### config.mk
export PLATFORM = sky130hd
export DESIGN_NAME = constraint_sampler
export DESIGN_NICKNAME = d
export VERILOG_FILES = /design/src/rtl/constraint_sampler_pkg.sv /design/src/rtl/sampler_fifo.sv /design/src/rtl/constraint_sampler.sv
export SDC_FILE = /design/constraint.sdc
export NUM_CORES = 1
export LEC_CHECK = 0
export ABC_CLOCK_PERIOD_IN_PS = 5280
export BUFFER_PORTS_ARGS = -buffer_cell sky130_fd_sc_hd__buf_2
export CAP_MARGIN = 20
export CORE_MARGIN = 5
export CORE_UTILIZATION = 63
export CTS_CLUSTER_SIZE = 12
export DETAILED_ROUTE_END_ITERATION = 7
export PLACE_DENSITY = 0.95
export SLEW_MARGIN = 25
export SYNTH_ARGS = -nofsm -noshare
export SYNTH_HDL_FRONTEND = slang
export SYNTH_SLANG_ARGS = --single-unit
### constraint.sdc
create_clock -name clk -period 5.28 [get_ports clk]
set_clock_uncertainty 0.05 [all_clocks]
set_input_delay 0.792 -clock clk [delete_from_list [all_inputs] [get_ports clk]]
set_output_delay 0.792 -clock clk [all_outputs]
set_load 0.02 [all_outputs]
### src/rtl/constraint_sampler_pkg.sv
// Shared types and constants for constraint_sampler.
// Contents: FSM state enum, LFSR width and Galois tap mask, candidate
// variable slice widths/offsets, and the single-step LFSR function.
package constraint_sampler_pkg;

  localparam int unsigned LFSR_W = 64;

  // Galois right-shift mask for x^64 + x^63 + x^61 + x^60 + 1 (bits 63,62,60,59)
  localparam logic [LFSR_W-1:0] LFSR_TAPS = 64'hD800_0000_0000_0000;

  localparam int unsigned VAR0_W   = 13;
  localparam int unsigned VAR1_W   = 13;
  localparam int unsigned VAR2_W   = 14;
  localparam int unsigned VAR3_W   = 14;
  localparam int unsigned VAR4_W   = 8;

  localparam int unsigned VAR0_OFF = 0;
  localparam int unsigned VAR1_OFF = VAR0_OFF + VAR0_W;
  localparam int unsigned VAR2_OFF = VAR1_OFF + VAR1_W;
  localparam int unsigned VAR3_OFF = VAR2_OFF + VAR2_W;
  localparam int unsigned VAR4_OFF = VAR3_OFF + VAR3_W;

  typedef enum logic {
    IDLE   = 1'b0,
    SEARCH = 1'b1
  } state_e;

  // One Galois LFSR step: shift right, fold taps in when bit 0 falls out
  function automatic logic [LFSR_W-1:0] lfsr_next(input logic [LFSR_W-1:0] s);
    lfsr_next = (s >> 1) ^ (s[0] ? LFSR_TAPS : '0);
  endfunction

endpackage

### src/rtl/sampler_fifo.sv
// First-word-fall-through FIFO for accepted samples.
// Ports: push/push_data write side, pop/pop_data read side (pop_data is
// valid whenever empty=0), full/empty status. DEPTH must be a power of two
// and at least 2. Storage is reset so pop_data reads zero after reset.
module sampler_fifo #(
  parameter int unsigned WIDTH = 62,
  parameter int unsigned DEPTH = 4
) (
  input  logic             clk,
  input  logic             rst_n,
  input  logic             push,
  input  logic [WIDTH-1:0] push_data,
  input  logic             pop,
  output logic [WIDTH-1:0] pop_data,
  output logic             full,
  output logic             empty
);

  localparam int unsigned PTR_W = $clog2(DEPTH);

  logic [WIDTH-1:0] mem_q [DEPTH];
  logic [PTR_W:0]   wr_q;
  logic [PTR_W:0]   rd_q;

  // Pointers carry one wrap bit to tell full from empty
  always_ff @(posedge clk or negedge rst_n) begin
    if (!rst_n) begin
      wr_q <= '0;
      rd_q <= '0;
      for (int unsigned i = 0; i < DEPTH; i++) begin
        mem_q[i] <= '0;
      end
    end else begin
      if (push && !full) begin
        mem_q[wr_q[PTR_W-1:0]] <= push_data;
        wr_q                   <= wr_q + (PTR_W+1)'(1);
      end
      if (pop && !empty) begin
        rd_q <= rd_q + (PTR_W+1)'(1);
      end
    end
  end

  assign empty    = (wr_q == rd_q);
  assign full     = (wr_q[PTR_W] != rd_q[PTR_W]) &&
                    (wr_q[PTR_W-1:0] == rd_q[PTR_W-1:0]);
  assign pop_data = mem_q[rd_q[PTR_W-1:0]];

endmodule

### src/rtl/constraint_sampler.sv
// Constraint sampler: drives LFSR candidates onto var_0..var_4 of an external
// combinational constraint checker, accepts candidates whose masked
// constraint bits are all 1, buffers them in a FWFT FIFO and streams them out
// over out_valid/out_ready.
// Ports: clk, rst_n; request side start/count/seed_load/seed/cons_mask;
// checker side var_0..var_4 (out), cons_in (in); stream side out_valid,
// out_ready, out_sample; status busy, done (pulse), fail (pulse).
// Optional: define CONSTRAINT_SAMPLER_STATS_EN to add stat_attempts,
// stat_rejects and stat_fail_mask outputs.
module constraint_sampler
  import constraint_sampler_pkg::*;
#(
  parameter int unsigned       NUM_CONS     = 8,
  parameter int unsigned       CAND_W       = 62,
  parameter int unsigned       FIFO_DEPTH   = 4,
  parameter int unsigned       MAX_ATTEMPTS = 65535,
  parameter logic [LFSR_W-1:0] SEED         = 64'h1
) (
  input  logic                clk,
  input  logic                rst_n,
  input  logic                start,
  input  logic [7:0]          count,
  input  logic                seed_load,
  input  logic [LFSR_W-1:0]   seed,
  input  logic [NUM_CONS-1:0] cons_mask,
  output logic [VAR0_W-1:0]   var_0,
  output logic [VAR1_W-1:0]   var_1,
  output logic [VAR2_W-1:0]   var_2,
  output logic [VAR3_W-1:0]   var_3,
  output logic [VAR4_W-1:0]   var_4,
  input  logic [NUM_CONS-1:0] cons_in,
  output logic                out_valid,
  input  logic                out_ready,
  output logic [CAND_W-1:0]   out_sample,
  output logic                busy,
  output logic                done,
  output logic                fail
`ifdef CONSTRAINT_SAMPLER_STATS_EN
  ,
  output logic [31:0]         stat_attempts,
  output logic [31:0]         stat_rejects,
  output logic [NUM_CONS-1:0] stat_fail_mask
`endif
);

  localparam int unsigned ATT_W = $clog2(MAX_ATTEMPTS + 1);

  state_e              state_q, state_d;
  logic [LFSR_W-1:0]   lfsr_q, lfsr_d;
  logic [NUM_CONS-1:0] mask_q, mask_d;
  logic [7:0]          rem_q, rem_d;
  logic [ATT_W-1:0]    att_q, att_d;
  logic                done_d, fail_d;
  logic                ok_c, push_c, eval_c, fifo_full, fifo_empty;

  // Candidate is acceptable when every masked constraint bit is 1
  assign ok_c = &(cons_in | ~mask_q);

  // State and datapath registers
  always_ff @(posedge clk or negedge rst_n) begin
    if (!rst_n) begin
      state_q <= IDLE;
      lfsr_q  <= SEED;
      mask_q  <= '0;
      rem_q   <= '0;
      att_q   <= '0;
      done    <= 1'b0;
      fail    <= 1'b0;
    end else begin
      state_q <= state_d;
      lfsr_q  <= lfsr_d;
      mask_q  <= mask_d;
      rem_q   <= rem_d;
      att_q   <= att_d;
      done    <= done_d;
      fail    <= fail_d;
    end
  end

  // Next-state: a full FIFO with an acceptable candidate freezes the search
  always_comb begin
    state_d = state_q;
    lfsr_d  = lfsr_q;
    mask_d  = mask_q;
    rem_d   = rem_q;
    att_d   = att_q;
    done_d  = 1'b0;
    fail_d  = 1'b0;
    push_c  = 1'b0;
    eval_c  = 1'b0;
    case (state_q)
      IDLE: begin
        if (start) begin
          mask_d = cons_mask;
          rem_d  = count;
          att_d  = '0;
          if (seed_load) begin
            lfsr_d = (seed == '0) ? SEED : seed;
          end
          if (count == 8'd0) begin
            done_d = 1'b1;
          end else begin
            state_d = SEARCH;
          end
        end
      end
      SEARCH: begin
        if (!(ok_c && fifo_full)) begin
          eval_c = 1'b1;
          att_d  = att_q + ATT_W'(1);
          lfsr_d = lfsr_next(lfsr_q);
          if (ok_c) begin
            push_c = 1'b1;
            rem_d  = rem_q - 8'd1;
          end
          // Final accept takes priority over exhausting attempts
          if (ok_c && (rem_q == 8'd1)) begin
            done_d  = 1'b1;
            state_d = IDLE;
          end else if (att_q == ATT_W'(MAX_ATTEMPTS - 1)) begin
            fail_d  = 1'b1;
            state_d = IDLE;
          end
        end
      end
      default: state_d = IDLE;
    endcase
  end

  assign busy  = (state_q == SEARCH);
  assign var_0 = lfsr_q[VAR0_OFF +: VAR0_W];
  assign var_1 = lfsr_q[VAR1_OFF +: VAR1_W];
  assign var_2 = lfsr_q[VAR2_OFF +: VAR2_W];
  assign var_3 = lfsr_q[VAR3_OFF +: VAR3_W];
  assign var_4 = lfsr_q[VAR4_OFF +: VAR4_W];

  // Accepted-sample buffer; draining is independent of the FSM
  sampler_fifo #(
    .WIDTH (CAND_W),
    .DEPTH (FIFO_DEPTH)
  ) u_fifo (
    .clk       (clk),
    .rst_n     (rst_n),
    .push      (push_c),
    .push_data (lfsr_q[CAND_W-1:0]),
    .pop       (out_ready),
    .pop_data  (out_sample),
    .full      (fifo_full),
    .empty     (fifo_empty)
  );

  assign out_valid = !fifo_empty;

`ifdef CONSTRAINT_SAMPLER_STATS_EN
  // Saturating search statistics, cleared when a request is accepted
  always_ff @(posedge clk or negedge rst_n) begin
    if (!rst_n) begin
      stat_attempts  <= '0;
      stat_rejects   <= '0;
      stat_fail_mask <= '0;
    end else if ((state_q == IDLE) && start) begin
      stat_attempts  <= '0;
      stat_rejects   <= '0;
      stat_fail_mask <= '0;
    end else if (eval_c) begin
      if (stat_attempts != '1) begin
        stat_attempts <= stat_attempts + 32'd1;
      end
      if (!ok_c) begin
        if (stat_rejects != '1) begin
          stat_rejects <= stat_rejects + 32'd1;
        end
        stat_fail_mask <= stat_fail_mask | (~cons_in & mask_q);
      end
    end
  end
`endif

endmodule

==> impl_metrics.tcl, run 1 <==
set metrics [dict create \
    synth_area_leaders "dfrtp_1, mux2_2, mux4_2, buf_4, nand2_1" \
    cts_setup_buffers 0 \
    cts_buffer_depth 3 \
    r2r_start "u_fifo.rd_q[0]" \
    grt_antenna_before_repair 3 \
    async_reset_ff_frac 1.000 \
    cp_max_fo 39 \
    outcome "completed" \
    std_cell_rows 59 \
    crit_family "buffers and inverters" \
    totalWireLength_um 37840 \
    cts.sinks 353 \
    grt_pass1_wl_um 59620 \
    timing.final.max_slew_violations 0 \
    track_usage 0.2542 \
    crit_slowest_cell "dfrtp_4" \
    synth_fp_nets 1248 \
    place.gp.congestion 0.8072 \
    synth_edf_count 0 \
    cap_violations 0 \
    fp.coreArea_um2 26060 \
    grt_max_degree 135 \
    worst_ir_drop_vdd_mv 0.5365 \
    cts_tree "yes" \
    cts_root_buf "clkbuf_16" \
    synth-main-ff-cell "dfrtp_1" \
    ant_nets 0 \
    max_freq_ghz 0.2651 \
    die_h_um 172.5 \
    grt_pass1_vias 11070 \
    fin_nets 1393 \
    grt_setup_unrepaired "no" \
    power_mw 13.75 \
    worstPathCellList "buf_4, mux4_2, buf_2" \
    synth_seq_cells 353 \
    period_needed_ps 3772 \
    postCtsResizedCells 0 \
    cts_made_buffers 38 \
    worst_pin_slew_ps 1051 \
    yosys.area.top_type "dfrtp_1" \
    cp.required_ps 4440 \
    wl_per_cell_um 22.91 \
    p_per_area_nw_per_um2 732.2 \
    avgSynthCellArea_um2 14.51 \
    hp-class "in2async" \
    cp-end-kind "primary output" \
    hold_buffers 0 \
    drive_above_1_share 0.5479 \
    finalSetupViolations 0 \
    startpoint_type "flop" \
    ys_warn_count 0 \
    relSlewSlack 0.2985 \
    clock_latency_ps 510 \
    die-width_um 172.5 \
    viasPerCell 6.230 \
    hold_violations 0 \
    synthCells 1146 \
    fin_setup_tns_ps 0 \
    netlist.area_leader.share 0.5296 \
    place_hpwl_um 23410 \
    dr.pass1.iters 5 \
    area_growth_pct 12.87 \
    drt_iter0_drc 634 \
    netlist_area_um2 16630 \
    max_stage_delay_ps 800 \
    power_leakage_nw 8.529 \
    h-tree-depth 2 \
    initial_utilization 0.6382 \
    drc 0 \
    grt_remaining_overflow 0 \
    die_area_um2 29750 \
    ys_seq_area_frac 0.5312 \
    yosysUniqueCellTypes 51 \
    post-route-period-util 0.7144 \
    fillers 1600 \
    vias 10290 \
    path_clk_slew_ps 60 \
    whs_ps 290.5 \
    placement.io_buffers 220 \
    path_buf_inv 2 \
    pin_count 221 \
    critPathArrivalTime_ps 2930 \
    crit_start "u_fifo.rd_q[0]" \
    critPathKind "reg2out" \
]
-- logic make-up (layout without fill, tap and decap cells) --
group,Yosys count,after routing,synth area share
flip-flops,353,353,0.5312
AND/OR/NAND/NOR,151,151,0.04777
XOR/XNOR,10,10,0.005267
buffers and inverters,135,305,0.04928
AO/OA/AOI/OAI,50,50,0.02129
adder cells (fa/ha/maj),9,9,0.006771
multiplexers,438,438,0.3384
other,0,1,0
-- stage by stage --
stage | instances | cell area [µm²] | util | worst slack (ps)
after floorplan | 1146 | 16630 | - | 2709
after global placement | 1585 | 17510 | 0.6718 | 1603
after detailed placement | 1585 | 17510 | 0.6718 | 1405
after CTS | 1650 | 18760 | 0.7198 | 1377
after global routing | 1652 | 18770 | 0.7204 | 1278
final | 1652 | 18770 | 0.7204 | 1508
-- worst paths after layout --
kind / to / slack (ps) / depth (start not counted)
max reg2reg: u_fifo.mem_q[128] / 1970 / 5
max in group asynchronous: u_fifo.mem_q[79] / 3650 / 2
min in group clk: mask_q[4] / 420 / 3
min reg2reg: att_q[5] / 430 / 1
max: out_sample[43] / 1510 / 3
min: u_fifo.mem_q[149] / 290 / 1
-- worst reg2reg max path: cells and delay by family, from the launching register on --
family	cells	cell delay (ps)
flops	1	800
xor+xnor	1	310
simple gates	3	1430
mux	1	610
-- metal layers --
layer / vias up / global-route usage / part of all wire
met5: - / 0 / 0.00071
met4: 4 / 0.06220 / 0.018
met3: 62 / 0.04847 / 0.066
met2: 395 / 0.4245 / 0.50
met1: 5361 / 0.3499 / 0.41
li1: 4470 / - / -
-- where the power goes --
group	total (mW)	internal, mW	switching (mW)	leakage (nW)
Sequential	5.17	4.03	1.13	4.29
Combinational	5.95	3.00	2.94	3.62
Clock	2.63	1.61	1.02	0.613
-- Yosys cell counts (10+ instances only) --
| library cell | n |
|---|---|
| nand4_1 | 11 |
| buf_2 | 28 |
| a21oi_1 | 12 |
| inv_1 | 11 |
| mux2_1 | 10 |
| mux2_2 | 364 |
| mux4_2 | 62 |
| nand2_1 | 46 |
| dfrtp_1 | 352 |
| nor4_1 | 20 |
| nor2_1 | 20 |
| buf_4 | 62 |
| nand3_1 | 13 |
| clkbuf_1 | 18 |
| nor3_1 | 10 |
-- flip-flops by register name, indices dropped and copies added, names as in the netlist --
signal / count
fail: 1
lfsr_q: 64
rem_q: 8
done: 1
u_fifo.mem_q: 248
busy: 1
att_q: 16
u_fifo.wr_q: 3
mask_q: 8
u_fifo.rd_q: 3
-- placed cells by master (no fill, tap or decap), types with 3 or more instances in the layout --
| master | Yosys | final |
|---|---|---|
| a211o_1 | 3 | 3 |
| buf_2 | 28 | 219 |
| nor2_1 | 20 | 20 |
| nand2_1 | 46 | 42 |
| dfrtp_4 | 0 | 3 |
| or3_1 | 5 | 5 |
| a311oi_1 | 3 | 3 |
| xnor2_1 | 8 | 8 |
| o31ai_1 | 4 | 4 |
| clkbuf_16 | 0 | 41 |
| mux2_1 | 10 | 10 |
| nand2_4 | 1 | 5 |
| nand3_1 | 13 | 13 |
| and4_1 | 5 | 5 |
| a211oi_1 | 3 | 3 |
| clkbuf_8 | 0 | 11 |
| nor3_1 | 10 | 10 |
| nand4_1 | 11 | 11 |
| inv_1 | 11 | 11 |
| mux2_2 | 364 | 364 |
| nand2b_1 | 8 | 8 |
| clkbuf_1 | 18 | 12 |
| dfrtp_1 | 352 | 349 |
| o21ai_0 | 9 | 9 |
| a21o_1 | 3 | 3 |
| ha_1 | 9 | 9 |
| a21oi_1 | 12 | 12 |
| mux4_2 | 62 | 62 |
| nor4_1 | 20 | 20 |
| buf_4 | 62 | 5 |
| or4_1 | 4 | 4 |
-- area by class of cell --
class                      instances  area, µm²  area share
clock buffer                      64       1222     0.06512
multi-input combinational        658       7007      0.3733
tap                              335      419.2     0.02233
clock inverter                     1      30.03    0.001600
antenna                            1      2.502   0.0001333
inverter                          12      45.04    0.002400
timing repair buffer             228       1200     0.06392
sequential                       353       8846      0.4712
Power figures use the tool's default switching activity.
==> inputs of run 2 (changes only) <==
Settings changed: ABC_CLOCK_PERIOD_IN_PS 5280 to 3170, CORE_UTILIZATION 63 to 52, PLACE_DENSITY 0.95 to 0.86.
Clock period 5.28 ns to 3.17 ns, I/O delays scaled along.
==> run 2 against run 1 <==
Against the previous run:
- register-to-register slack got worse by 1400 ps
- flip-flop and latch count did not move
- first-iteration DRC count fell by 28%
- critical endpoint is now out_sample[34]
- largest power group unchanged
==> impl_metrics.tcl, run 2 (same netlist as run 1, synthesis figures left out) <==
set metrics [dict create \
    outcome "completed" \
    post-route-period-util 0.9171 \
    largestRegisters "u_fifo.mem_q (248), lfsr_q (64), att_q (16)" \
    hp-start "cons_mask[5]" \
    layout_common_cells "mux2_2, dfrtp_1, buf_2" \
    path_clk_slew_ps 60 \
    grt_antenna_before_repair 5 \
    worstPathCellList "buf_4, mux4_2, buf_2" \
    pin_count 221 \
    cts_buffer_depth 3 \
    num_antenna_cells 0 \
    place_area_um2 17780 \
    hold_buffers 1 \
    cts_setup_buffers 0 \
    wl_per_cell_um 21.96 \
    cp_max_fo 64 \
    p_per_area_nw_per_um2 1189 \
    worst_ir_drop_vdd_mv 0.8037 \
    clock_latency_ps 510 \
    ant_nets 0 \
    timing.final.max_slew_violations 0 \
    die_h_um 188.8 \
    whs_ps 105.3 \
    drc 0 \
    crit_family "buffers and inverters" \
    cp-end-kind "primary output" \
    grt_setup_unrepaired "no" \
    fin_setup_tns_ps 0 \
    startpoint_type "flop" \
    cap_violations 0 \
    cp.required_ps 2640 \
    area_growth_pct 13.70 \
    grt_max_degree 86 \
    die_area_um2 35660 \
    critPathKind "reg2out" \
    relSlewSlack 0.3288 \
    max_stage_delay_ps 780 \
    h-tree-depth 2 \
    place_hpwl_um 25040 \
    fin_nets 1413 \
    cts.sinks 353 \
    cts_made_buffers 37 \
    grt_pass1_vias 11120 \
    finalSetupViolations 0 \
    place.gp.congestion 0.7856 \
    grt_remaining_overflow 0 \
    stdcell_area_um2 18910 \
    postCtsResizedCells 0 \
    path_buf_inv 2 \
    regMostFlops "u_fifo.mem_q" \
    die-width_um 188.8 \
    hp-class "in2reg" \
    power_mw 22.48 \
    r2r_start "u_fifo.rd_q[1]" \
    crit_slowest_cell "buf_4" \
    largest_reg_flops 248 \
    viasPerCell 5.878 \
    max_freq_ghz 0.3440 \
    placement.io_buffers 220 \
    critPathArrivalTime_ps 2380 \
    drive_above_1_share 0.5510 \
    drt_iter0_drc 454 \
    cts_tree "yes" \
    hold_violations 0 \
    dr.pass1.iters 4 \
    fp.coreArea_um2 31560 \
    grt_pass1_wl_um 61930 \
    initial_utilization 0.5270 \
    worst_pin_slew_ps 1007 \
    track_usage 0.2165 \
    vias 10200 \
    period_needed_ps 2907 \
    std_cell_rows 65 \
    power_leakage_nw 8.572 \
    crit_start "u_fifo.rd_q[1]" \
    cts_root_buf "clkbuf_16" \
    totalWireLength_um 38120 \
    final_common_cell "mux2_2" \
]
## run 2: worst min-delay path, cell delays in order
cell	delay (ps)
buf_2	70
nand2_1	40
nand2_1	40
## run 2: per-stage QoR
stage | setup WS, ps | cells | util
floorplan | 915.9 | 1146 | -
global placement | 597.7 | 1673 | 0.5636
detailed placement | 543.6 | 1673 | 0.5636
CTS | 237.7 | 1736 | 0.5991
global route | 178.0 | 1736 | 0.5992
finish | 262.9 | 1736 | 0.5992
## run 2: worst paths after layout
kind	to	slack, ps	cells after the start
setup reg to reg	lfsr_q[18]	620	6
setup / recovery	out_sample[34]	260	3
hold reg to reg	att_q[5]	430	1
max in group asynchronous	u_fifo.mem_q[247]	1700	3
min in group asynchronous	lfsr_q[26]	500	2
hold / removal	mask_q[5]	110	3
## run 2: power by group
part,switching (mW),internal [mW]
combinational,4.96,5.04
sequential,1.75,6.72
clock,1.66,2.35
total,8.37,14.1
## run 2: metal layers
| layer | vias up | track usage | wire (µm) |
|---|---|---|---|
| li1 | 4519 | - | - |
| met1 | 5307 | 0.2983 | 16220 |
| met2 | 302 | 0.3569 | 18830 |
| met3 | 66 | 0.04391 | 2148 |
| met4 | 10 | 0.05465 | 867 |
| met5 | - | 0 | 59 |
## run 2: cell type report
| type | count | area, µm² |
|---|---|---|
| repair buffers | 249 | 1398 |
| flip-flops and latches | 353 | 8846 |
| clock inverters | 4 | 23.77 |
| well taps | 402 | 503.0 |
| clock buffers | 58 | 1087 |
| fillers | 2400 | 12650 |
| inverters | 12 | 45.04 |
| multi-input cells | 658 | 7007 |
